<file path="src/rtl/spi_flash_pkg.sv">
// Shared opcodes, widths and FSM state encoding for the boot-flash reader.
package spi_flash_pkg;

  localparam int ADDR_W = 24;

  localparam logic [7:0] OP_READ      = 8'h03;
  localparam logic [7:0] OP_FAST_READ = 8'h0B;
  localparam logic [7:0] OP_WRITE_EN  = 8'h06;

  typedef enum logic [2:0] {
    ST_IDLE,
    ST_CMD,
    ST_ADDR,
    ST_DUMMY,
    ST_DATA,
    ST_HOLD,
    ST_FINISH
  } state_t;

endpackage

</file>
<file path="src/rtl/spi_sck_gen.sv">
// Mode-0 SCK generator: toggles every CLK_DIV clocks while run is high and
// parks low (counter cleared) whenever run drops.
module spi_sck_gen #(
  parameter int CLK_DIV = 2
) (
  input  logic clk,
  input  logic rst_n,
  input  logic run,
  output logic sck,
  output logic rise,
  output logic fall
);

  localparam int CNT_W = (CLK_DIV > 1) ? $clog2(CLK_DIV) : 1;

  logic [CNT_W-1:0] cnt;
  logic             tick;

  // rise/fall mark the clock edge at which the registered SCK changes level
  assign tick = run && (cnt == CNT_W'(CLK_DIV - 1));
  assign rise = tick && !sck;
  assign fall = tick && sck;

  always_ff @(posedge clk or negedge rst_n) begin
    if (!rst_n) begin
      cnt <= '0;
      sck <= 1'b0;
    end else if (!run) begin
      cnt <= '0;
      sck <= 1'b0;
    end else if (tick) begin
      cnt <= '0;
      sck <= ~sck;
    end else begin
      cnt <= cnt + CNT_W'(1);
    end
  end

endmodule

</file>
<file path="src/rtl/spi_flash_reader.sv">
// Streams a byte range out of the boot SPI flash (READ, or FAST_READ when
// SPI_FLASH_READER_FAST_READ_EN is defined); yields the pins to the FT2232.
module spi_flash_reader
  import spi_flash_pkg::*;
#(
  parameter int CLK_DIV = 2,
  parameter int LEN_W   = 16,
  parameter int CS_IDLE = 4
) (
  input  logic              i_CLK,
  input  logic              i_RST_N,
  input  logic              i_START,
  input  logic [ADDR_W-1:0] i_ADDR,
  input  logic [LEN_W-1:0]  i_LEN,
  output logic              o_BUSY,
  output logic [7:0]        o_DATA,
  output logic              o_VALID,
  input  logic              i_READY,
  output logic              o_DONE,
  output logic              o_ABORT,
  input  logic              i_FT_CS,
  input  logic              i_SPI_MISO,
  output logic              o_SPI_CLK,
  output logic              o_SPI_MOSI,
  output logic              o_SPI_CS,
  output logic              o_SPI_OE
);

`ifdef SPI_FLASH_READER_FAST_READ_EN
  localparam logic [7:0] OPCODE = OP_FAST_READ;
`else
  localparam logic [7:0] OPCODE = OP_READ;
`endif

  localparam int CS_W = $clog2(CS_IDLE + 1);

  state_t state, state_next;

  logic [1:0]       ft_sync;
  logic             ft_cs;
  logic             run, rise, fall, sck;
  logic [31:0]      shift_out;
  logic [7:0]       shift_in, pend, data_q;
  logic [4:0]       bit_cnt;
  logic [LEN_W-1:0] rem;
  logic [CS_W-1:0]  cs_cnt;
  logic             pend_v, valid_q, busy_q, done_q, abort_q, cs_q, oe_q;
  logic             abort_now, accept, byte_done, last_byte, drained, cs_ok, slot_busy;

  spi_sck_gen #(.CLK_DIV(CLK_DIV)) u_sck (
    .clk  (i_CLK),
    .rst_n(i_RST_N),
    .run  (run),
    .sck  (sck),
    .rise (rise),
    .fall (fall)
  );

  always_ff @(posedge i_CLK or negedge i_RST_N) begin
    if (!i_RST_N) ft_sync <= 2'b11;
    else          ft_sync <= {ft_sync[0], i_FT_CS};
  end

  assign ft_cs     = ft_sync[1];
  assign abort_now = (state != ST_IDLE) && !ft_cs;
  assign accept    = valid_q && i_READY;
  assign slot_busy = valid_q && !i_READY;
  assign byte_done = (state == ST_DATA) && fall && (bit_cnt == 5'd8);
  assign last_byte = (rem == LEN_W'(1));
  assign drained   = !pend_v && (!valid_q || i_READY);
  assign cs_ok     = (cs_cnt >= CS_W'(CS_IDLE - 1));
  assign run       = ft_cs && ((state == ST_CMD) || (state == ST_ADDR) ||
                               (state == ST_DUMMY) || (state == ST_DATA));

  always_ff @(posedge i_CLK or negedge i_RST_N) begin
    if (!i_RST_N) state <= ST_IDLE;
    else          state <= state_next;
  end

  // Header phases advance on the last rising edge; data bytes complete on the
  // following falling edge so SCK is always low when it parks or CS rises.
  always_comb begin
    state_next = state;
    if (abort_now) begin
      state_next = ST_IDLE;
    end else begin
      case (state)
        ST_IDLE:   if (i_START && ft_cs && (i_LEN != '0)) state_next = ST_CMD;
        ST_CMD:    if (rise && (bit_cnt == 5'd7)) state_next = ST_ADDR;
`ifdef SPI_FLASH_READER_FAST_READ_EN
        ST_ADDR:   if (rise && (bit_cnt == 5'd23)) state_next = ST_DUMMY;
`else
        ST_ADDR:   if (rise && (bit_cnt == 5'd23)) state_next = ST_DATA;
`endif
        ST_DUMMY:  if (rise && (bit_cnt == 5'd7)) state_next = ST_DATA;
        ST_DATA:   if (byte_done) state_next = last_byte ? ST_FINISH :
                                               (slot_busy ? ST_HOLD : ST_DATA);
        ST_HOLD:   if (accept) state_next = ST_DATA;
        ST_FINISH: if (cs_ok && drained) state_next = ST_IDLE;
        default:   state_next = ST_IDLE;
      endcase
    end
  end

  always_ff @(posedge i_CLK or negedge i_RST_N) begin
    if (!i_RST_N) begin
      cs_q      <= 1'b1;
      oe_q      <= 1'b0;
      busy_q    <= 1'b0;
      valid_q   <= 1'b0;
      data_q    <= '0;
      done_q    <= 1'b0;
      abort_q   <= 1'b0;
      shift_out <= '0;
      shift_in  <= '0;
      pend      <= '0;
      pend_v    <= 1'b0;
      bit_cnt   <= '0;
      rem       <= '0;
      cs_cnt    <= '0;
    end else begin
      done_q  <= 1'b0;
      abort_q <= 1'b0;
      if (abort_now) begin
        cs_q      <= 1'b1;
        oe_q      <= 1'b0;
        busy_q    <= 1'b0;
        valid_q   <= 1'b0;
        pend_v    <= 1'b0;
        shift_out <= '0;
        abort_q   <= 1'b1;
      end else if (state == ST_IDLE) begin
        if (i_START && ft_cs) begin
          if (i_LEN == '0) begin
            done_q <= 1'b1;
          end else begin
            busy_q    <= 1'b1;
            oe_q      <= 1'b1;
            cs_q      <= 1'b0;
            shift_out <= {OPCODE, i_ADDR};
            rem       <= i_LEN;
            bit_cnt   <= '0;
          end
        end
      end else begin
        if (fall) shift_out <= {shift_out[30:0], 1'b0};
        if (rise && (state == ST_DATA)) shift_in <= {shift_in[6:0], i_SPI_MISO};

        if ((state_next != state) || byte_done) bit_cnt <= '0;
        else if (rise)                          bit_cnt <= bit_cnt + 5'd1;

        // A second finished byte waits in pend while the first is unaccepted
        if (byte_done) begin
          rem <= rem - LEN_W'(1);
          if (slot_busy) begin
            pend   <= shift_in;
            pend_v <= 1'b1;
          end else begin
            data_q  <= shift_in;
            valid_q <= 1'b1;
          end
        end else if (accept) begin
          if (pend_v) begin
            data_q <= pend;
            pend_v <= 1'b0;
          end else begin
            valid_q <= 1'b0;
          end
        end

        if ((state_next == ST_FINISH) && (state != ST_FINISH)) begin
          cs_q   <= 1'b1;
          cs_cnt <= '0;
        end else if ((state == ST_FINISH) && !cs_ok) begin
          cs_cnt <= cs_cnt + CS_W'(1);
        end

        if ((state == ST_FINISH) && (state_next == ST_IDLE)) begin
          done_q <= 1'b1;
          busy_q <= 1'b0;
          oe_q   <= 1'b0;
        end
      end
    end
  end

  assign o_BUSY     = busy_q;
  assign o_DATA     = data_q;
  assign o_VALID    = valid_q;
  assign o_DONE     = done_q;
  assign o_ABORT    = abort_q;
  assign o_SPI_CLK  = sck;
  assign o_SPI_MOSI = shift_out[31];
  assign o_SPI_CS   = cs_q;
  assign o_SPI_OE   = oe_q;

endmodule

</file>
<file path="config.mk">
export PLATFORM = sky130hd
export DESIGN_NAME = spi_flash_reader
export DESIGN_NICKNAME = d
export VERILOG_FILES = /design/src/rtl/spi_flash_pkg.sv /design/src/rtl/spi_sck_gen.sv /design/src/rtl/spi_flash_reader.sv
export SDC_FILE = /design/constraint.sdc
export NUM_CORES = 1
export LEC_CHECK = 0
export ABC_AREA = 1
export CORE_AREA = 5 5 141 76
export DETAILED_ROUTE_END_ITERATION = 7
export DIE_AREA = 0 0 146 81
export PLACE_DENSITY_LB_ADDON = 0.08
export SLEW_MARGIN = 10
export SYNTH_ARGS = -nofsm -noshare
export SYNTH_HDL_FRONTEND = slang
export SYNTH_HIERARCHICAL = 1
export SYNTH_SLANG_ARGS = --single-unit
</file>
<file path="constraint.sdc">
create_clock -name i_CLK -period 3.82 [get_ports i_CLK]
set_input_delay 0.573 -clock i_CLK [delete_from_list [all_inputs] [get_ports i_CLK]]
set_output_delay 0.573 -clock i_CLK [all_outputs]
set_load 0.01 [all_outputs]
</file>
# [Word level (Yosys, flattened, before mapping)]
# Index checks and enable logic that the tools add are counted.
[totals] ramBits=0 latchBits=0 ff_bits=93 elab_cells=165 input_bits=46 output_inout_bits=16 n_memories=0 rom_bits=0
[op_classes] shift=0 mux=62 div_mod_pow=0 n_reduce_logical=55 n_bitwise=3 addsub=4 magnitude_cmp=1 n_mul=0 eq_ne=23
[ops] operator="32-bit 2-to-1 mux" count=5
[ops] operator="16-bit 2-to-1 mux" count=4
[ops] operator="1-bit 2-to-1 mux" count=32
[ops] operator="8-bit 2-to-1 mux" count=4
[ops] operator="3-bit 2-to-1 mux" count=10
[ops] operator="5-bit 2-to-1 mux" count=5
[ops] operator="3-bit one-hot mux with 7 select lines" count=1
[ops] operator="1-bit logical AND" count=19
[ops] operator="3-bit AND reduction" count=6
[ops] operator="3-bit nonzero test" count=6
[ops] operator="16-bit by 1-bit equality test with 1-bit output (second input constant)" count=1
[ops] operator="16-bit zero test" count=1
[ops] operator="4-bit AND reduction" count=4
[ops] operator="16-bit nonzero test" count=1
[ops] operator="16-bit by 1-bit subtractor with 16-bit output (second input constant)" count=1
[ops] operator="3-bit equality test (second input constant)" count=4
[ops] operator="3-bit inequality test (second input constant)" count=4
[ops] operator="2-bit inequality test (second input constant)" count=5
[ops] operator="2-bit nonzero test" count=4
[ops] operator="3-bit by 2-bit equality test with 1-bit output (second input constant)" count=2
[ops] operator="1-bit zero test" count=6
[ops] operator="3-bit zero test" count=2
[ops] operator="5-bit by 1-bit adder with 5-bit output (second input constant)" count=1
[ops] operator="5-bit by 3-bit equality test with 1-bit output (second input constant)" count=1
[ops] operator="13 further kinds" count=19

# [Logic depth before layout (Yosys ltp)]
[depth] ltp_word=17 ltp_mapped=25 ltp_nobuf=23

# [Cells and area by module]
# Netlist, hierarchy kept.
[by_module_without_submodules] mod="spi_flash_reader" seq_area_each_um2=2280.9 n_inst=1 area_each_um2=4968.5 cells_each=635
[by_module_without_submodules] mod="spi_sck_gen" seq_area_each_um2=50.0 n_inst=1 area_each_um2=90.1 cells_each=12

# [Worst setup path before layout]
# No wires, ideal clock.
[synth_path] path_type="register to register" from="register state[1]" to="register bit_cnt[3]" setup_time_ns=0.074 t_required_ns=3.746 t_arrival_ns=2.717 synth_period_minus_slack_ns=2.791 setup_slack_ns=1.029 n_path_buf=2 path_stages_with_launch=24 path_cell_list="dfrtp_1 buf_6 inv_2 nand2_4 nor2_4 nor2_1 inv_1 clkbuf_1 a21oi_1 nand3_1 inv_1 nand2_1 inv_1 nand2_1 nor2_1 nor2_1 nand2_2 nand3_1 nand3b_2 nor2_8 nand3_4 nand2_8 nand2_2 o21ai_2"
[synth_via] elab_cells_between_ends=38 cone_classes="eq/ne (9); mux (11); bitwise (1); reduce/logical (17)"
[synth_lines] item="from (decl)" line_no="spi_flash_reader.sv:37" rtl="state_t state, state_next;"
[synth_lines] item="from (signal assigned)" line_no="spi_flash_reader.sv:77" rtl="else state <= state_next;"
[synth_lines] item="3-bit by 1-bit equality test with 1-bit output / 3-bit by 2-bit equality test with 1-bit output (equally long branches)" line_no="spi_flash_reader.sv:72" rtl="assign run = ft_cs && ((state == ST_CMD) || (state == ST_ADDR) ||"
[synth_lines] item="1-bit logical OR (2 in a row)" line_no="spi_flash_reader.sv:72"
[synth_lines] item="1-bit logical OR *" line_no="spi_flash_reader.sv:73" rtl="(state == ST_DUMMY) || (state == ST_DATA));"
[synth_lines] item="1-bit logical AND *" line_no="spi_flash_reader.sv:72"
[synth_lines] item="net run" line_no="spi_flash_reader.sv:41" rtl="logic run, rise, fall, sck;"
[synth_lines] item="1-bit logical AND *" line_no="spi_sck_gen.sv:20" rtl="assign tick = run && (cnt == CNT_W'(CLK_DIV - 1));"
[synth_lines] item="1-bit logical AND *" line_no="spi_sck_gen.sv:21" rtl="assign rise = tick && !sck;"
[synth_lines] item="net rise" line_no="spi_flash_reader.sv:41"
[synth_lines] item="1-bit logical AND (on tied branches)" line_no="spi_flash_reader.sv:89, spi_flash_reader.sv:95, spi_flash_reader.sv:93"
[synth_lines] item="3-bit 2-to-1 mux (on tied branches)" line_no="spi_flash_reader.sv:95, spi_flash_reader.sv:89, spi_flash_reader.sv:93"
[synth_lines] item="3-bit one-hot mux with 7 select lines" line_no="spi_flash_reader.sv:87" rtl="case (state)"
[synth_lines] item="3-bit 2-to-1 mux" line_no="spi_flash_reader.sv:84" rtl="if (abort_now) begin"
[synth_lines] item="3-bit inequality test" line_no="spi_flash_reader.sv:149" rtl="if ((state_next != state) || byte_done) bit_cnt <= '0;"
[synth_lines] item="1-bit logical OR" line_no="spi_flash_reader.sv:149"
[synth_lines] item="3-bit nonzero test (no source line) / 5-bit 2-to-1 mux (equally long branches)"
[synth_lines] item="4-bit AND reduction (no source line) / 5-bit 2-to-1 mux (equally long branches)"
[synth_lines] item="to (signal assigned)" line_no="spi_flash_reader.sv:150" rtl="else if (rise) bit_cnt <= bit_cnt + 5'd1;"
[synth_lines] item="to (decl)" line_no="spi_flash_reader.sv:44" rtl="logic [4:0] bit_cnt;"
# Mark *: on every way through the listed nets, which the timed path passes. The rest lies on a longest branch.
# A chain may end at the register's enable or synchronous reset.

# [Worst setup path after layout]
[layout_path] from="register state[1]" to="register rem[3]"
[layout_via] elab_chain_len=11 elab_cells_between_ends=21 cone_classes="eq/ne (6); mux (1); bitwise (1); reduce/logical (13)"
[layout_rtl] item="3-bit by 1-bit equality test with 1-bit output / 3-bit by 2-bit equality test with 1-bit output (equally long branches)" line_no="spi_flash_reader.sv:72"
[layout_rtl] item="1-bit logical OR (2 in a row)" line_no="spi_flash_reader.sv:72"
[layout_rtl] item="1-bit logical OR *" line_no="spi_flash_reader.sv:73"
[layout_rtl] item="1-bit logical AND *" line_no="spi_flash_reader.sv:72"
[layout_rtl] item="net run" line_no="spi_flash_reader.sv:41"
[layout_rtl] item="1-bit logical AND *" line_no="spi_sck_gen.sv:20"
[layout_rtl] item="1-bit logical AND *" line_no="spi_sck_gen.sv:22" rtl="assign fall = tick && sck;"
[layout_rtl] item="net fall" line_no="spi_flash_reader.sv:41"
[layout_rtl] item="1-bit logical AND * (2 in a row)" line_no="spi_flash_reader.sv:68" rtl="assign byte_done = (state == ST_DATA) && fall && (bit_cnt == 5'd8);"
[layout_rtl] item="2-bit nonzero test (no source line) *"
[layout_rtl] item="4-bit AND reduction (no source line) *"
[layout_rtl] item="to (signal assigned)" line_no="spi_flash_reader.sv:141" rtl="rem <= i_LEN;"
[layout_rtl] item="to (signal assigned)" line_no="spi_flash_reader.sv:154" rtl="rem <= rem - LEN_W'(1);"
[layout_rtl] item="to (decl)" line_no="spi_flash_reader.sv:45" rtl="logic [LEN_W-1:0] rem;"
# Marked as above.

==> qor.csv <==
stage;metric;value;unit
power_and_ir_drop;VDD IR-drop max;399;µV
synth;yosys warns;6;
place;Placer Congestion;0.907;
floorplanning;Die Height;81;µm
layout;ratio of cells with drive above 1 in the final layout;0.0963;
layout;# fillers;749;
power_and_ir_drop;Int Pwr;0.00227;W
sta;final worst clock skew;0.00334;ns
layout;Multi-input gate area;2250;µm²
clocking;clk sinks;93;
floorplanning;total core area;9230;µm²
clocking;CTS buffer count;9;
sta;fin crit period;3.33;ns
layout;fin nets;753;
worst_setup_path;Worst R2R End;rem[3];
floorplanning;Top Ports;62;
layout;Sequential Area;2330;µm²
floorplanning;die area;11800;µm²
global_routing;GRT Total Usage;0.227;
clocking;clock slew seen by the registers of the worst setup and hold paths;0.07;ns
sta;slew margin rel.;0.377;
power_and_ir_drop;Seq pwr share;0.375;
power_and_ir_drop;static leakage;2.75;nW
worst_setup_path;Arr. time, crit path;3.55;ns
sta;RSZ-0062 raised after global routing;false;
worst_setup_path;CP Launch Type;flop;
synth;Syn Area/Cell;7.82;µm²
clocking;Clk Tree Root Cell;clkbuf_16;
place;IO Port Bufs;61;
global_routing;aggregate global routing overflow;0;
synth;Synth async-reset ratio;1.00;
worst_setup_path;R2R Setup Slk;0.49;ns
drt;DR iter-0 viols;348;
layout;Ant. Diodes;0;
power_and_ir_drop;PD cells;607;nW/µm²
min_path;type of the tightest min-delay check;in -> async;
layout;area grow syn2layout;20.2;%
synth;Yosys reg bits;93;
synth;library cells used by synthesis;43;
floorplanning;Initial Util;0.548;
worst_setup_path;Req. time, crit path;4.03;ns
sta;period utilization;0.873;
clocking;Worst-Skew Late Latency;0.34;ns
drt;routed wire length;12.6;mm
worst_setup_path;Worst R2R Path Depth;15;
synth;Top FF cell, synth;dfrtp_1;
synth;Syn Inst Count;647;
drt;DR WL/cell;15.3;µm
power_and_ir_drop;Sw Pwr;0.00142;W
synth;ranking of synthesized cells by area;dfrtp_1 (45%), nand2_1 (11%), o21ai_0 (8.2%);
worst_setup_path;worst r2r src;state[1];
drt;via count;4443;
drt;Via-to-Cell Ratio;5.37;
worst_setup_path;crit path max fanout;12;
global_routing;largest net degree at the start of global routing;54;
sta;fmax;300;MHz
power_and_ir_drop;Net Sw Frac;0.385;
drt;Antenna Nets Post-Route;0;
drt;DRT Pass-1 Iters;5;
sta;final setup vio count;0;
synth;number of flops mapped to enable cells by yosys;0;
sta;PnR worst setup slack;0.487;ns
synth;Synth Cell Area;5060;µm²
drt;drt drc;0;
synth;Mapped Nets;699;
sta;Final Hold Viols;0;
synth;post-synthesis sequential area ratio;0.461;
worst_setup_path;CP Class;reg -> reg;
global_routing;initial antenna violation count;0;
clocking;Post-CTS Setup Repair Bufs;0;
power_and_ir_drop;share of total power in the clock network;0.263;
global_routing;first-pass GRT wire length;21.3;mm
floorplanning;Die Span X;146;µm
sta;worst slew pin tran;0.933;ns
sta;fin. max-slew vios;0;
clocking;H-tree Lvls;3;
power_and_ir_drop;combinational share of power;0.361;
place;detailed placement HPWL;9.23;mm
synth;count leader, synth;nand2_1;
sta;Setup TNS;0;ns
status;status;complete, no violations;
place;Place WS;0.433;ns
floorplanning;num rows;25;
synth;synth cell count leaders;nand2_1 (144), dfrtp_1 (90), inv_1 (86);
clocking;clock tree buffer depth;2;
place;Post-Place Cell Area;5750;µm²
worst_setup_path;Setup crit end kind;flop;
layout;final instance area;6080;µm²
synth;Yosys top cell area share;0.445;
synth;area leader, netlist;dfrtp_1;
layout;final core occ;0.659;
job;MaxCap Viol Count;0;
clocking;CTS tree;done;
global_routing;vias in the first global route;4154;
## power by group through the flow
stage	logic [W]	clock network, W	registers (W)
after CTS	0.00132	0.000990	0.00138
after global placement	0.00127	0	0.00139
after global routing	0.00150	0.00103	0.00141
after floorplan	0.000960	0	0.00136
after detailed placement	0.00131	0	0.00139
final	0.00133	0.000971	0.00138
## area by class of cell
class,instances,share of cell area
Clock buffer,9,0.0371
Clock inverter,7,0.0159
Inverter,90,0.0560
Multi-Input combinational cell,438,0.371
Sequential cell,93,0.383
Tap cell,121,0.0249
Timing Repair Buffer,69,0.112
## critical path, stage by stage, from the launching register on
cell	delay [ns]
dfrtp_1	0.49
inv_2	0.10
nand2_4	0.11
nor2_4	0.04
nor2_1	0.12
inv_1	0.08
a21oi_1	0.27
nand2_1	0.08
nor2_1	0.19
inv_1	0.19
nor2_1	0.19
nand2_1	0.34
a21oi_4	0.43
inv_1	0.23
a21oi_1	0.22
o22ai_1	0.11
## metal layers
layer  wire [µm]  vias to the layer above  global-route usage  share of wire
li1            -                     2201                   -              -
met1        6320                     2068               0.344           0.50
met2        5070                      167               0.321           0.40
met3        1190                        7              0.0719          0.094
met4          55                        0              0.0375         0.0044
met5           0                        -                   0              0
## cell families (layout without fill, tap and decap cells)
group           Yosys count  in the layout  synth area share
compound gates          149            149             0.167
xor+xnor                  5              5           0.00866
flops                    93             93             0.461
buf+inv                 116            175            0.0952
fa+ha+maj                 6              6            0.0148
simple gates            278            278             0.253
## stage by stage
stage / hold WS [ns] / total power [W] / cells
finish: 0.255 / 0.00369 / 827
floorplan: 0.277 / 0.00232 / 647
global placement: 0.346 / 0.00266 / 811
global route: 0.309 / 0.00394 / 827
CTS: 0.282 / 0.00369 / 827
detailed placement: 0.350 / 0.00270 / 811
## registers in the layout, summed over array words and instances, names as in the netlist
| signal | flops |
|---|---|
| o_VALID | 1 |
| rem | 16 |
| o_ABORT | 1 |
| shift_out | 32 |
| state | 3 |
| u_sck/cnt | 1 |
| cs_cnt | 3 |
| pend | 8 |
| bit_cnt | 5 |
| shift_in | 8 |
| pend_v | 1 |
| o_DATA | 8 |
| o_SPI_CS | 1 |
| o_SPI_OE | 1 |
| ft_sync | 2 |
| u_sck/sck | 1 |
| o_DONE | 1 |
## placed cells by master, fill, tap and decap left out, types with 4 or more instances in the layout
cell	count
nand4_1	7
inv_1	86
o21ai_0	83
o211ai_1	6
dfrtp_1	90
o21ai_2	5
nand3_1	33
nor2_1	61
clkbuf_16	9
nor3_1	4
ha_1	6
nand2_1	144
clkdlybuf4s50_1	60
a21oi_1	17
xor2_1	5
a31oi_1	12
nand2_2	15
o21ai_1	11
o22ai_1	4
buf_4	8
## worst max-delay path by stage
stage,startpoint,end,slack (ns),cells past startpoint
after global placement,state[1],rem[15],0.63,16
after floorplan,state[1],bit_cnt[3],1.03,23
after global routing,state[1],rem[15],0.10,16
after detailed placement,state[1],rem[3],0.43,15
final,state[1],rem[3],0.49,15
after CTS,state[1],rem[3],0.43,15
## timing repair
action / 4_1_cts / 5_1_grt
hold buffers: 0 / 0
resized for setup: 0 / 1
endpoints found under the setup margin: 0 / 2
Note: power is estimated with default switching activity, not from simulation.
